<file path="src/rtl/vga_pkg.sv">
// vga_pkg: shared constants for the VGA text writer.
//   COLS / ROWS   : text grid size (80 x 30)
//   BLANK         : character code written when clearing
//   CH_BS/LF/CR/FF: control codes interpreted by the writer
//   state_t       : writer FSM state encoding
package vga_pkg;

    localparam int COLS = 80;
    localparam int ROWS = 30;
    localparam logic [7:0] BLANK = 8'h20;

    localparam logic [7:0] CH_BS = 8'h08;
    localparam logic [7:0] CH_LF = 8'h0A;
    localparam logic [7:0] CH_FF = 8'h0C;
    localparam logic [7:0] CH_CR = 8'h0D;

    typedef enum logic [1:0] {
        IDLE    = 2'd0,
        PUT     = 2'd1,
        CLR_ROW = 2'd2,
        CLR_ALL = 2'd3
    } state_t;

endpackage

</file>
<file path="src/rtl/vga_text_writer.sv">
// vga_text_writer: turns a stream of character/control codes into writes to
// a text-mode video memory and tracks the cursor.
//
// Ports:
//   clk50_in   : single clock, everything on its rising edge
//   rst        : synchronous active-high reset
//   char_in    : character or control code
//   char_valid : char_in valid
//   char_ready : writer accepts a character this cycle (IDLE only)
//   vmem_addr  : write address, x | (y << 7)
//   vmem_data  : write data
//   vmem_we    : write strobe, one write per asserted cycle
//   cursor_x   : current column 0..COLS-1
//   cursor_y   : current row 0..ROWS-1
//
// Handshake: a character transfers on a rising edge where char_valid and
// char_ready are both 1. char_in is ignored while char_ready is 0; the
// producer holds char_valid/char_in stable until the transfer happens.
//
// After reset the whole screen is blanked (CLR_ALL) before the first
// character can be accepted.
module vga_text_writer #(
    parameter int         COLS  = vga_pkg::COLS,
    parameter int         ROWS  = vga_pkg::ROWS,
    parameter logic [7:0] BLANK = vga_pkg::BLANK
) (
    input  logic        clk50_in,
    input  logic        rst,
    input  logic [7:0]  char_in,
    input  logic        char_valid,
    output logic        char_ready,
    output logic [11:0] vmem_addr,
    output logic [7:0]  vmem_data,
    output logic        vmem_we,
    output logic [6:0]  cursor_x,
    output logic [4:0]  cursor_y
);

    import vga_pkg::*;

    localparam logic [6:0] LAST_X = 7'(COLS - 1);
    localparam logic [4:0] LAST_Y = 5'(ROWS - 1);

    state_t     state, state_n;
    logic [6:0] cur_x, cur_x_n;
    logic [4:0] cur_y, cur_y_n;
    // Shared address generator: holds the PUT target or the clear position.
    logic [6:0] ax, ax_n;
    logic [4:0] ay, ay_n;
    logic [7:0] data_q, data_n;
    // PUT advances the cursor for a printed character, not for a backspace.
    logic       adv_q, adv_n;
    logic [4:0] y_next;

    assign y_next = (cur_y == LAST_Y) ? 5'd0 : cur_y + 5'd1;

    always_ff @(posedge clk50_in) begin
        if (rst) begin
            state  <= CLR_ALL;
            cur_x  <= 7'd0;
            cur_y  <= 5'd0;
            ax     <= 7'd0;
            ay     <= 5'd0;
            data_q <= BLANK;
            adv_q  <= 1'b0;
        end else begin
            state  <= state_n;
            cur_x  <= cur_x_n;
            cur_y  <= cur_y_n;
            ax     <= ax_n;
            ay     <= ay_n;
            data_q <= data_n;
            adv_q  <= adv_n;
        end
    end

    always_comb begin
        state_n = state;
        cur_x_n = cur_x;
        cur_y_n = cur_y;
        ax_n    = ax;
        ay_n    = ay;
        data_n  = data_q;
        adv_n   = adv_q;
        unique case (state)
            IDLE: begin
                if (char_valid) begin
                    case (char_in)
                        CH_LF: begin
                            cur_x_n = 7'd0;
                            cur_y_n = y_next;
                            ax_n    = 7'd0;
                            ay_n    = y_next;
                            state_n = CLR_ROW;
                        end
                        CH_CR: begin
                            cur_x_n = 7'd0;
                        end
                        CH_BS: begin
                            // At column 0 a backspace is a no-op.
                            if (cur_x != 7'd0) begin
                                cur_x_n = cur_x - 7'd1;
                                ax_n    = cur_x - 7'd1;
                                ay_n    = cur_y;
                                data_n  = BLANK;
                                adv_n   = 1'b0;
                                state_n = PUT;
                            end
                        end
                        CH_FF: begin
                            ax_n    = 7'd0;
                            ay_n    = 5'd0;
                            state_n = CLR_ALL;
                        end
                        default: begin
                            ax_n    = cur_x;
                            ay_n    = cur_y;
                            data_n  = char_in;
                            adv_n   = 1'b1;
                            state_n = PUT;
                        end
                    endcase
                end
            end
            PUT: begin
                state_n = IDLE;
                if (adv_q) begin
                    if (cur_x == LAST_X) begin
                        // Line full: wrap and blank the next row.
                        cur_x_n = 7'd0;
                        cur_y_n = y_next;
                        ax_n    = 7'd0;
                        ay_n    = y_next;
                        state_n = CLR_ROW;
                    end else begin
                        cur_x_n = cur_x + 7'd1;
                    end
                end
            end
            CLR_ROW: begin
                if (ax == LAST_X) begin
                    state_n = IDLE;
                end else begin
                    ax_n = ax + 7'd1;
                end
            end
            CLR_ALL: begin
                if (ax == LAST_X) begin
                    ax_n = 7'd0;
                    if (ay == LAST_Y) begin
                        state_n = IDLE;
                        cur_x_n = 7'd0;
                        cur_y_n = 5'd0;
                    end else begin
                        ay_n = ay + 5'd1;
                    end
                end else begin
                    ax_n = ax + 7'd1;
                end
            end
        endcase
    end

    // rst gates every output directly so a reset aborts in the same cycle,
    // before the registers have been reloaded.
    assign char_ready = !rst && (state == IDLE);
    assign vmem_we    = !rst && (state != IDLE);
    assign vmem_addr  = rst ? 12'd0 : {ay, ax};
    assign vmem_data  = (!rst && state == PUT) ? data_q : BLANK;
    assign cursor_x   = rst ? 7'd0 : cur_x;
    assign cursor_y   = rst ? 5'd0 : cur_y;

endmodule

</file>
<file path="config.mk">
export PLATFORM = sky130hd
export DESIGN_NAME = vga_text_writer
export DESIGN_NICKNAME = d
export VERILOG_FILES = /design/src/rtl/vga_pkg.sv /design/src/rtl/vga_text_writer.sv
export SDC_FILE = /design/constraint.sdc
export NUM_CORES = 1
export LEC_CHECK = 0
export BUFFER_PORTS_ARGS = -buffer_cell sky130_fd_sc_hd__buf_2
export CORE_AREA = 2 2 98 77
export CTS_BUF_LIST = sky130_fd_sc_hd__clkbuf_4 sky130_fd_sc_hd__clkbuf_8
export DETAILED_ROUTE_END_ITERATION = 10
export DIE_AREA = 0 0 100 79
export PLACE_DENSITY = 0.7
export SETUP_SLACK_MARGIN = 0.4
export SLEW_MARGIN = 30
export SYNTH_ARGS = -nofsm -noshare
export SYNTH_HDL_FRONTEND = slang
export SYNTH_SLANG_ARGS = --single-unit
</file>
<file path="constraint.sdc">
create_clock -name clk50_in -period 4.1 [get_ports clk50_in]
set_clock_uncertainty 0.2 [all_clocks]
set_input_delay 0.205 -clock clk50_in [delete_from_list [all_inputs] [get_ports clk50_in]]
set_output_delay 0.205 -clock clk50_in [all_outputs]
set_load 0.05 [all_outputs]
</file>
### After elaboration in Yosys (flattened, before gate mapping)

Index checks and enable logic that the tools add are counted.

* register bits: 35
* bits of input ports: 11
* output and inout bits: 34
* logic and storage cells: 100

* add/sub/neg operators: 5
* equal/unequal tests: 24
* mux-type cells: 46
* bitwise gates (word level): 1
* reductions and logical operators: 17

Operators by type and width (number)
* 7-bit two-way mux: 12
* 5-bit two-way mux: 12
* 7-bit case mux with 3 select lines: 2
* 8-bit by 4-bit equality test with 1-bit output (second input constant): 4
* 5-bit case mux with 3 select lines: 2
* 7-bit case mux with 4 select lines: 1
* 2-bit != test (second input constant): 10
* 5-bit case mux with 4 select lines: 1
* 8-bit two-way mux: 2
* 2-bit case mux with 4 select lines: 2
* 8-bit case mux with 2 select lines: 1
* 7-bit by 1-bit adder with 7-bit output (second input constant): 2
* 7-bit equality test (second input constant): 2
* 2-bit two-way mux: 7
* 7-bit case mux with 2 select lines: 1
* 7-bit AND reduction: 2
* 12-bit two-way mux: 1
* 6-bit AND reduction: 2
* 5-bit by 1-bit adder with 5-bit output (second input constant): 2
* 5-bit equality test (second input constant): 2
* 8-bit AND reduction: 1
* 7-bit nonzero test: 1
* 7-bit by 1-bit subtractor with 7-bit output (second input constant): 1
* 2-bit equality test (second input constant): 2
* 15 further kinds: 18

### Logic depth before layout (Yosys ltp)

Gate-level depths: netlist (run 1).

* depth after elaboration: 5
* depth in mapped cells: 8
* depth with buffers taken out: 7

### Worst setup path before layout (run 1)

No wires, ideal clock.

* path type: register -> register
* from: register cur_x[0]
* to: register ax[4]
* setup time: 0.117 ns
* arrival: 2.139 ns
* required time: 3.783 ns
* path slack: 1.644 ns
* stages on the path, launching flop included: 9
* buffers on the path: 1
* clock period less this slack: 2.456 ns
* path through: dfxtp_1 inv_1 ha_1 or4b_2 nor3_1 o211ai_1 buf_2 and2_1 a32o_1

* longest elaborated chain between the ends: 5
* elaborated cells between the ends (all ways): 10
* classes of those cells: add/sub: 1; eq/ne: 3; mux: 4; reduce/logical: 2

Ends and longest elaborated chain
* start: declaration: line vga_text_writer.sv:45 `logic [6:0] cur_x, cur_x_n;`
* start signal: assignment: line vga_text_writer.sv:68 `cur_x <= cur_x_n;`
* 7-bit by 1-bit subtractor with 7-bit output: line vga_text_writer.sv:103 `ax_n = cur_x - 7'd1;`
* 7-bit two-way mux: line vga_text_writer.sv:101 `if (cur_x != 7'd0) begin`
* 7-bit case mux with 3 select lines: line vga_text_writer.sv:88 `case (char_in)`
* 7-bit two-way mux: line vga_text_writer.sv:87 `if (char_valid) begin`
* 7-bit case mux with 4 select lines: line vga_text_writer.sv:85 `unique case (state)`
* end signal: assignment: line vga_text_writer.sv:70 `ax <= ax_n;`
* end: declaration: line vga_text_writer.sv:48 `logic [6:0] ax, ax_n;`

Several ways; a longest one is shown, not always the timed one. The select of a mux whose other input is x is not followed.
A chain may end at the register's enable or synchronous reset.

### Worst setup path after layout (run 1)

* from: register state[0]
* to: output port vmem_data[2]

* longest elaborated chain between the ends: 3

Ends and longest elaborated chain
* start: declaration: line vga_text_writer.sv:44 `state_t state, state_n;`
* start signal: assignment: line vga_text_writer.sv:67 `state <= state_n;`
* 2-bit by 1-bit equality test with 1-bit output: line vga_text_writer.sv:169 `assign vmem_data = (!rst && state == PUT) ? data_q : BLANK;`
* 1-bit logical AND: line vga_text_writer.sv:169
* 8-bit two-way mux: line vga_text_writer.sv:169
* end: declaration: line vga_text_writer.sv:33 `output logic [7:0] vmem_data,`

No other way between the ends.

==> results of run 1 <==
cell type report:
class	instances	area (µm²)	share of cell area [%]
flip-flops and latches	35	701	21.0
clock inverters	3	15.0	0.450
multi-input cells	316	2130	63.9
inverters	15	56.3	1.69
clock buffers	5	68.8	2.06
repair buffers	48	255	7.65
well taps	87	109	3.26
per-stage QoR:
| step | setup WS (ns) | util [%] | hold WS (ns) | cells | instance area, µm² |
|---|---|---|---|---|---|
| 6_report | 1.08 | 47.5 | -0.000965 | 509 | 3340 |
| 3_3_place_gp | 1.28 | 46.0 | 0.238 | 499 | 3230 |
| 3_5_place_dp | 1.17 | 46.0 | 0.247 | 499 | 3230 |
| 5_1_grt | 0.873 | 47.5 | 0.0109 | 509 | 3340 |
| 4_1_cts | 1.14 | 47.5 | 0.00327 | 509 | 3340 |
| 2_1_floorplan | 1.64 | - | 0.147 | 401 | 3030 |
power groups by stage:
| stage | combinational [µW] | clock [µW] | sequential [µW] |
|---|---|---|---|
| 2_1_floorplan | 44.4 | 0 | 352 |
| 3_3_place_gp | 60.1 | 0 | 353 |
| 3_5_place_dp | 60.3 | 0 | 353 |
| 4_1_cts | 61.7 | 262 | 345 |
| 5_1_grt | 68.5 | 274 | 345 |
| 6_report | 62.1 | 258 | 345 |
state kept, by name, summed over array words and instances (netlist names):
register and flops:
adv_q 1, state 2, ay 5, ax 7
data_q 8, cur_x 7, cur_y 5
per-layer routing:
metal,up-vias,GRT usage (%)
met2,190,33.9
li1,1556,-
met3,8,4.93
met4,0,4.93
met5,-,0
met1,1528,34.9
final timing paths:
check | cells after the start | start | endpoint
worst max-delay path | 4 | state[0]$_SDFFE_PP1P_ | vmem_data[2]
worst min-delay path | 3 | char_in[7] | data_q[7]$_SDFFE_PP0P_
worst max register to register | 5 | state[0]$_SDFFE_PP1P_ | ax[4]$_SDFFE_PP0P_
worst min register to register | 2 | data_q[2]$_SDFFE_PP0P_ | data_q[2]$_SDFFE_PP0P_
synthesized netlist by cell type, types with 3 or more instances:
| cell type | instances | area share [%] |
|---|---|---|
| a211o_1 | 3 | 0.87 |
| a211oi_1 | 6 | 1.5 |
| a21oi_1 | 17 | 2.8 |
| a221oi_1 | 4 | 1.2 |
| a31oi_1 | 9 | 1.9 |
| a41oi_1 | 4 | 1.2 |
| and2_1 | 6 | 1.2 |
| and3_1 | 17 | 3.5 |
| buf_1 | 4 | 0.49 |
| buf_2 | 4 | 0.66 |
| clkbuf_1 | 26 | 3.2 |
| dfxtp_1 | 35 | 23 |
| ha_1 | 8 | 3.3 |
| inv_1 | 15 | 1.9 |
| mux2_2 | 7 | 2.6 |
| mux2i_1 | 11 | 3.6 |
| nand2_1 | 40 | 4.9 |
| nand2b_1 | 4 | 0.82 |
| nand3_1 | 8 | 1.3 |
| nand4_1 | 8 | 1.6 |
| nor2_1 | 25 | 3.1 |
| nor2b_1 | 15 | 3.1 |
| nor3_1 | 11 | 1.8 |
| nor3b_1 | 3 | 0.74 |
| nor4_1 | 6 | 1.2 |
| o2111ai_1 | 3 | 0.87 |
| o211a_1 | 3 | 0.99 |
| o211ai_1 | 5 | 1.2 |
| o21ai_0 | 18 | 3.0 |
| o22ai_1 | 4 | 0.82 |
| o31a_1 | 3 | 0.87 |
| o31ai_1 | 11 | 2.7 |
| o32ai_1 | 4 | 1.2 |
| or2_2 | 4 | 0.82 |
| or3_1 | 3 | 0.62 |
| or3b_2 | 4 | 1.2 |
| xor2_1 | 3 | 0.87 |
worst max-delay path, cell delays in order, from the launching register on:
cell and delay (ns):
dfxtp_1 0.79, inv_1 0.34, nor2_1 0.67, and3_1 0.25
buf_2 0.26
logic make-up (layout without fill, tap and decap cells):
| kind of cell | count (synthesis) | count (layout) |
|---|---|---|
| flip-flops | 35 | 35 |
| AND/OR/NAND/NOR | 165 | 165 |
| adder cells (fa/ha/maj) | 8 | 8 |
| AO/OA/AOI/OAI | 120 | 120 |
| XOR/XNOR | 5 | 5 |
| buffers and inverters | 50 | 71 |
| multiplexers | 18 | 18 |
==> results.sh, run 1 <==
export IMPL_slew_headroom_pct=40.8
export IMPL_arrival_ns=2.61
export IMPL_layout_common_cells="buf_2, nand2_1, dfxtp_1"
export IMPL_cts_resized=0
export IMPL_place_congestion=0.931
export IMPL_grt_pass1_vias=2958
export IMPL_htreeDepth=2
export IMPL_p_total_uw=666
export IMPL_slew_viol_final=0
export IMPL_synthAdderAreaFrac_pct=3.30
export IMPL_num_rows=27
export IMPL_synth_edf_count=0
export IMPL_synth_nets=420
export IMPL_fp_dieW_um=100
export IMPL_p_sw_share_pct=28.2
export IMPL_wl_met1_mm=4.27
export IMPL_synthSimpleGateAreaFrac_pct=29.9
export IMPL_drive_gt1_share_pct=19.2
export IMPL_initial_core_util_pct=43.2
export IMPL_power_switching_uw=188
export IMPL_antenna_found_initial=0
export IMPL_track_usage_pct=23.2
export IMPL_violations="hold timing"
export IMPL_ys_warn_count=0
export IMPL_postSynthAreaPerCell_um2=7.57
export IMPL_worst_hold_path_type="input port to flip-flop"
export IMPL_cts_tree="done"
export IMPL_power_frac_comb_pct=9.3
export IMPL_min_period_over_period_pct=73.6
export IMPL_status="finished with violations"
export IMPL_highest_layer="met4"
export IMPL_grt_max_degree=47
export IMPL_p_leak_uw=0.00135
export IMPL_worstMarginPinSlew_ns=0.883
export IMPL_drc=0
export IMPL_setup_violations=0
export IMPL_synth_cell_area_um2=3030
export IMPL_wl_met3_um=957
export IMPL_vias_per_cell=6.45
export IMPL_ir_drop_mv=0.125
export IMPL_cp_start_kind="flip-flop"
export IMPL_synth_top_family_by_area="simple AND/OR/NAND/NOR gates"
export IMPL_seq_power_share_pct=51.8
export IMPL_met2_wirelength_mm=3.81
export IMPL_drv_cap=0
export IMPL_clkLatencyLatePin_ns=0.30
export IMPL_cts_sinks=35
export IMPL_first_pass_iters=5
export IMPL_fin_nets=440
export IMPL_grt_ovfl_total=0
export IMPL_crit_fanout=22
export IMPL_routed_wirelength_mm=9.11
export IMPL_drt_iter0_drc=350
export IMPL_crit_required_ns=3.69
export IMPL_grt_first_pass_wirelength_mm=14.8
export IMPL_ios=45
export IMPL_muxShareOfSynthArea_pct=6.23
export IMPL_tns_ns=0
export IMPL_core_um2=7030
export IMPL_post_cts_buffers=0
export IMPL_num_vias=3282
export IMPL_num_antenna_cells=0
export IMPL_portBuffers=44
export IMPL_min_period_ns=3.02
export IMPL_yosysSeqAreaShare_pct=23.1
export IMPL_dieArea_um2=7900
export IMPL_cp_end_kind="output port"
export IMPL_p_int_uw=478
export IMPL_drtAntennaViolNets=0
export IMPL_synthArstFlopShare_pct=0
export IMPL_max_freq_mhz=331
export IMPL_final_common_cell="buf_2"
export IMPL_power_density_nw_per_um2=199
export IMPL_hold_viol=1
export IMPL_holdBufCountCts=2
export IMPL_cts_buffers=5
export IMPL_path_clk_slew_ns=0.07
export IMPL_synth_compound_area_share_pct=29.4
export IMPL_die_h_um=79
export IMPL_critPathKind="flip-flop to output port"
export IMPL_wl_per_cell_um=17.9
export IMPL_p_clk_share_pct=38.8
export IMPL_synth_cell_types=69
export IMPL_num_fill_cells=718
export IMPL_synthFlopType="dfxtp_1"
export IMPL_syn_inst=401
export IMPL_max_clock_path_buffers=2
export IMPL_rsz0062_at_grt="false"
export IMPL_rrSetupSlack_ns=1.10
export IMPL_dp_hpwl_mm=6.53
export IMPL_syn2layout_area_growth_pct=10.0
export IMPL_cts_root_buf="clkbuf_8"
export IMPL_whs_ns=-0.000965
export IMPL_synth_seq_cells=35
export IMPL_synth_xor_xnor_area_share_pct=1.44
No activity file was read; power rests on OpenSTA's default activity.
==> run 2, diff against run 1 <==
PLACE_DENSITY = 0.72   (was 0.7)
clock period = 2.6 ns   (was 4.1 ns; I/O delays follow)
==> run 2 against run 1 <==
Effect of this change: the flow now finishes without violations; design area increased by 17%; first-iteration DRC count decreased by 0.57%; global-route usage increased by 1.6 points; setup slack got worse by 0.82 ns; utilization increased by 8.2 points; critical path depth increased by 4; critical path type is now flip-flop to flip-flop.
==> results.sh, run 2 (synthesis results as in run 1) <==
export IMPL_largest_reg_flops=8
export IMPL_worst_r2r_cell_count=8
export IMPL_placed_area_um2=3370
export IMPL_initial_core_util_pct=43.2
export IMPL_wl_per_cell_um=18.4
export IMPL_path_clk_slew_ns=0.07
export IMPL_track_usage_pct=24.9
export IMPL_drv_cap=0
export IMPL_ios=45
export IMPL_grt_pass1_vias=3114
export IMPL_fp_dieW_um=100
export IMPL_drc=0
export IMPL_htreeDepth=2
export IMPL_grt_ovfl_total=0
export IMPL_drive_gt1_share_pct=34.0
export IMPL_min_period_over_period_pct=89.8
export IMPL_p_sw_share_pct=27.0
export IMPL_seq_power_share_pct=50.7
export IMPL_num_antenna_cells=0
export IMPL_whs_ns=0.00969
export IMPL_layout_common_cells="buf_2, nand2_1, buf_4"
export IMPL_cts_sinks=35
export IMPL_syn2layout_area_growth_pct=28.9
export IMPL_status="finished, final reports clean"
export IMPL_grt_first_pass_wirelength_mm=16.0
export IMPL_tns_ns=0
export IMPL_vias_per_cell=6.34
export IMPL_busiest_layer="met1"
export IMPL_worst_hold_path_type="input port to flip-flop"
export IMPL_portBuffers=44
export IMPL_power_density_nw_per_um2=275
export IMPL_cp_start_kind="flip-flop"
export IMPL_place_congestion=0.940
export IMPL_cts_root_buf="clkbuf_8"
export IMPL_critPathKind="flip-flop to flip-flop"
export IMPL_min_period_ns=2.34
export IMPL_die_h_um=79
export IMPL_max_clock_path_buffers=2
export IMPL_grt_max_degree=47
export IMPL_p_clk_share_pct=38.6
export IMPL_worstMarginPinSlew_ns=0.987
export IMPL_p_int_uw=786
export IMPL_clkLatencyLatePin_ns=0.29
export IMPL_dp_hpwl_mm=6.75
export IMPL_antenna_found_initial=0
export IMPL_reg_top3="data_q x8, ax x7, cur_x x7"
export IMPL_crit_required_ns=2.58
export IMPL_max_freq_mhz=428
export IMPL_use_met3_pct=4.23
export IMPL_fin_area_um2=3910
export IMPL_dieArea_um2=7900
export IMPL_core_um2=7030
export IMPL_final_common_cell="buf_2"
export IMPL_num_vias=3442
export IMPL_p_leak_uw=0.00155
export IMPL_routed_wirelength_mm=10.0
export IMPL_hold_viol=0
export IMPL_num_rows=27
export IMPL_slew_viol_final=0
export IMPL_crit_fanout=2
export IMPL_power_switching_uw=291
export IMPL_rsz0062_at_grt="true"
export IMPL_cts_buffers=5
export IMPL_first_pass_iters=5
export IMPL_gr_usage_met1_pct=37.2
export IMPL_fin_nets=475
export IMPL_cp_end_kind="flip-flop"
export IMPL_holdPathStages=3
export IMPL_ir_drop_mv=0.192
export IMPL_power_frac_comb_pct=10.7
export IMPL_drt_iter0_drc=348
export IMPL_num_fill_cells=646
export IMPL_arrival_ns=2.31
export IMPL_slew_headroom_pct=34.1
export IMPL_p_total_uw=1080
export IMPL_use_met2_pct=37.0
export IMPL_drtAntennaViolNets=0
export IMPL_cts_tree="done"
export IMPL_largest_register="data_q"
export IMPL_setup_violations=0
[run 2: path summary, 6_finish.rpt]
path / start / end / slack (ns)
worst max-delay path: cur_x[0]$_SDFFE_PP0P_ / state[0]$_SDFFE_PP1P_ / 0.26
worst min-delay path: char_in[5] / data_q[5]$_SDFFE_PP1P_ / 0.01
worst max register to register: cur_x[0]$_SDFFE_PP0P_ / state[0]$_SDFFE_PP1P_ / 0.26
worst min register to register: data_q[2]$_SDFFE_PP0P_ / data_q[2]$_SDFFE_PP0P_ / 0.26
[run 2: metrics by stage]
stage	utilization, %	setup slack, ns	cells
after CTS	52.7	0.290	540
after floorplan	-	0.384	401
after global placement	48.0	0.208	515
final	55.7	0.265	543
after global routing	55.7	0.219	543
after detailed placement	48.0	0.163	515
[run 2: area by class of cell]
type	instances	area, µm²	share of cell area (%)
Sequential cell	35	717	18.3
Clock buffer	6	82.6	2.11
Inverter	15	58.8	1.50
Tap cell	87	109	2.78
Multi-Input combinational cell	316	2390	61.1
Timing Repair Buffer	83	551	14.1
Clock inverter	1	5.00	0.128
[run 2: timing repair]
action	CTS	global route
hold endpoints to repair	4	0
setup endpoints to repair	21	40
resized for setup	29	35
hold buffers	4	0
buffers inserted	14	3
pin swaps	6	11
[run 2: critical path: stages (launching register included)]
cell	delay (ns)
dfxtp_2	0.32
inv_2	0.08
ha_4	0.13
or4b_4	0.50
nor3_4	0.16
o211ai_1	0.19
buf_4	0.20
buf_4	0.13
a221o_1	0.31
[run 2: power groups by stage]
stage                     sequential [µW]  combinational, µW  clock, µW
after floorplan                       555               70.4          0
after global routing                  546                124        445
final                                 546                115        416
after detailed placement              556               96.9          0
after global placement                556               95.7          0
after CTS                             545                106        421
[run 2: metal layers]
layer | vias to the layer above | wire, µm
met5 | - | 0
met4 | 0 | 139
met3 | 16 | 930
met2 | 200 | 4340
met1 | 1610 | 4600
li1 | 1616 | -
==> run 3, diff against run 2 <==
ABC_AREA = 1   (was default)
CORE_AREA = 2 2 97 75   (was 2 2 98 77)
DIE_AREA = 0 0 99 77   (was 0 0 100 79)
PLACE_DENSITY = 0.73   (was 0.72)
REMOVE_ABC_BUFFERS = 1   (was default)
==> run 3 against run 2 <==
Effect of this change: via count decreased by 3.5%; register-to-register slack improved by 0.30 ns; largest power group unchanged; highest routed layer unchanged; first-iteration DRC count decreased by 39%.
==> results.sh, run 3 <==
export IMPL_status="finished, final reports clean"
export IMPL_synth_cell_types=33
export IMPL_die_h_um=77
export IMPL_synth_top_area_cell="dfxtp_1"
export IMPL_ios=45
export IMPL_power_frac_comb_pct=8.3
export IMPL_cts_root_buf="clkbuf_8"
export IMPL_vias_per_cell=5.05
export IMPL_dieArea_um2=7620
export IMPL_pre_cts_ws_ns=0.602
export IMPL_yosysSeqAreaShare_pct=24.0
export IMPL_p_int_uw=779
export IMPL_p_total_uw=1050
export IMPL_syn_inst=517
export IMPL_path_clk_slew_ns=0.08
export IMPL_rrSetupSlack_ns=0.56
export IMPL_regArea_um2=704
export IMPL_drc=0
export IMPL_ir_drop_mv=0.218
export IMPL_crit_fanout=9
export IMPL_whs_ns=0.0441
export IMPL_largest_register="data_q"
export IMPL_num_rows=26
export IMPL_worstMarginPinSlew_ns=0.492
export IMPL_grt_pass1_vias=2888
export IMPL_synthArstFlopShare_pct=0
export IMPL_largest_reg_flops=8
export IMPL_synth_top_area_share_pct=24.0
export IMPL_cp_start_kind="flip-flop"
export IMPL_crit_start="state[0]$_SDFFE_PP1P_"
export IMPL_crit_required_ns=2.27
export IMPL_power_density_nw_per_um2=308
export IMPL_critPathKind="flip-flop to output port"
export IMPL_p_clk_share_pct=40.3
export IMPL_rsz0062_at_grt="false"
export IMPL_setup_violations=0
export IMPL_grt_max_degree=20
export IMPL_slew_headroom_pct=67.2
export IMPL_synthFlopType="dfxtp_1"
export IMPL_dp_hpwl_mm=5.86
export IMPL_portBuffers=44
export IMPL_drt_iter0_drc=212
export IMPL_min_period_ns=2.08
export IMPL_syn2layout_area_growth_pct=17.1
export IMPL_synth_cell_area_um2=2920
export IMPL_max_freq_mhz=481
export IMPL_worst_r2r_cell_count=8
export IMPL_power_switching_uw=275
export IMPL_reg_top3="data_q x8, ax x7, cur_x x7"
export IMPL_tns_ns=0
export IMPL_p_leak_uw=0.00168
export IMPL_clkLatencyLatePin_ns=0.30
export IMPL_seq_power_share_pct=51.4
export IMPL_fin_nets=591
export IMPL_layout_common_cells="nand2_1, nor2_1, inv_1"
export IMPL_initial_core_util_pct=43.8
export IMPL_synth_edf_count=0
export IMPL_wl_per_cell_um=12.2
export IMPL_worst_r2r_endpoint="cur_y[4]$_SDFFE_PP0P_"
export IMPL_first_pass_iters=5
export IMPL_grt_ovfl_total=0
export IMPL_drive_gt1_share_pct=16.8
export IMPL_grt_first_pass_wirelength_mm=13.1
export IMPL_cts_buffers=5
export IMPL_cts_tree="done"
export IMPL_num_antenna_cells=0
export IMPL_hold_viol=0
export IMPL_fin_ws_ns=0.522
export IMPL_drtAntennaViolNets=0
export IMPL_drv_cap=0
export IMPL_htreeDepth=2
export IMPL_min_period_over_period_pct=79.9
export IMPL_p_sw_share_pct=26.1
export IMPL_slew_viol_final=0
export IMPL_place_congestion=0.893
export IMPL_num_fill_cells=690
export IMPL_synth_most_common_cell="nand2_1"
export IMPL_arrival_ns=1.75
export IMPL_endpoint="vmem_data[5]"
export IMPL_routed_wirelength_mm=8.01
export IMPL_cts_sinks=35
export IMPL_ys_warn_count=0
export IMPL_final_common_cell="nand2_1"
export IMPL_cp_end_kind="output port"
export IMPL_track_usage_pct=20.6
export IMPL_fp_dieW_um=99
export IMPL_core_um2=6670
export IMPL_synth_seq_cells=35
export IMPL_yosys_top_cells_count="nand2_1, nor2_1, inv_1"
export IMPL_num_vias=3320
export IMPL_worst_hold_path_type="input port to flip-flop"
export IMPL_postSynthAreaPerCell_um2=5.65
export IMPL_max_clock_path_buffers=2
export IMPL_multi_input_area_um2=1910
export IMPL_reg2reg_from="cur_x[0]$_SDFFE_PP0P_"
export IMPL_synth_area_leaders="dfxtp_1, nand2_1, nor2_1"
export IMPL_antenna_found_initial=0
[run 3: cell count changes after synthesis, sizes merged, moves of 17 or more]
| cell | change |
|---|---|
| clkbuf | -23 |
| inv | +48 |
| and3 | -17 |
| nor2 | +109 |
| nand2 | +113 |
| nand3 | +40 |
[run 3: logic make-up after synthesis]
group	synth area share (%)
buffers and inverters	11.3
and+or+nand+nor	51.5
adders and majority gates	3.43
AOI/OAI and AO/OA	7.97
xor gates and xnor gates	1.80
DFF	24.0
[run 3: critical path: stages (launching register included)]
cell and delay, ns:
dfxtp_4 0.41, inv_4 0.07, nor2_4 0.17, inv_2 0.09, nor2_1 0.12, inv_2 0.08
or2_2 0.28, buf_2 0.22
[run 3: final cells by class]
class                      count  area share [%]
clock inverter                 1           0.146
multi-input combinational    404            55.7
inverter                      66            7.43
timing repair buffer          60            10.5
tap                           84            3.07
clock buffer                   7            2.45
sequential                    35            20.6
[run 3: worst min-delay path by stage]
stage,startpoint,cells past startpoint,slack (ns),end
floorplan,rst,1,-0.0009,adv_q$_SDFFE_PP0P_
global placement,char_in[7],3,0.17,data_q[7]$_SDFFE_PP0P_
detailed placement,char_in[7],3,0.18,data_q[7]$_SDFFE_PP0P_
CTS,rst,2,0.05,data_q[3]$_SDFFE_PP0P_
global route,rst,2,0.08,data_q[3]$_SDFFE_PP0P_
finish,rst,2,0.04,adv_q$_SDFFE_PP0P_
[run 3: layer usage]
metal | global-route usage, % | wire (µm) | part of all wire [%] | up-vias
li1 | - | - | - | 1713
met1 | 29.6 | 3960 | 49 | 1473
met2 | 31.4 | 3430 | 43 | 123
met3 | 3.28 | 513 | 6.4 | 11
met4 | 6.71 | 106 | 1.3 | 0
met5 | 0 | 0 | 0 | -
[run 3: power groups by stage]
stage	sequential [µW]	clock, µW	combinational [µW]
floorplan	555	0	45.5
global placement	555	0	76.7
detailed placement	556	0	77.8
CTS	542	433	87.1
global route	542	455	97.9
finish	542	425	87.5
[run 3: timing repair]
| action | in CTS | in global routing |
|---|---|---|
| gates resized for setup | 2 | 5 |
| buffers inserted | 0 | 6 |
| hold endpoints to repair | 8 | 0 |
| cloned | 0 | 1 |
| setup endpoints to repair | 5 | 31 |
| hold buffers | 8 | 0 |
| pin swaps | 0 | 3 |
[run 3: metrics by stage]
step	cell area (µm²)	instances	util (%)
global placement	3180	634	47.7
detailed placement	3180	634	47.7
finish	3420	657	51.3
floorplan	2840	504	-
global route	3420	657	51.3
CTS	3350	650	50.3
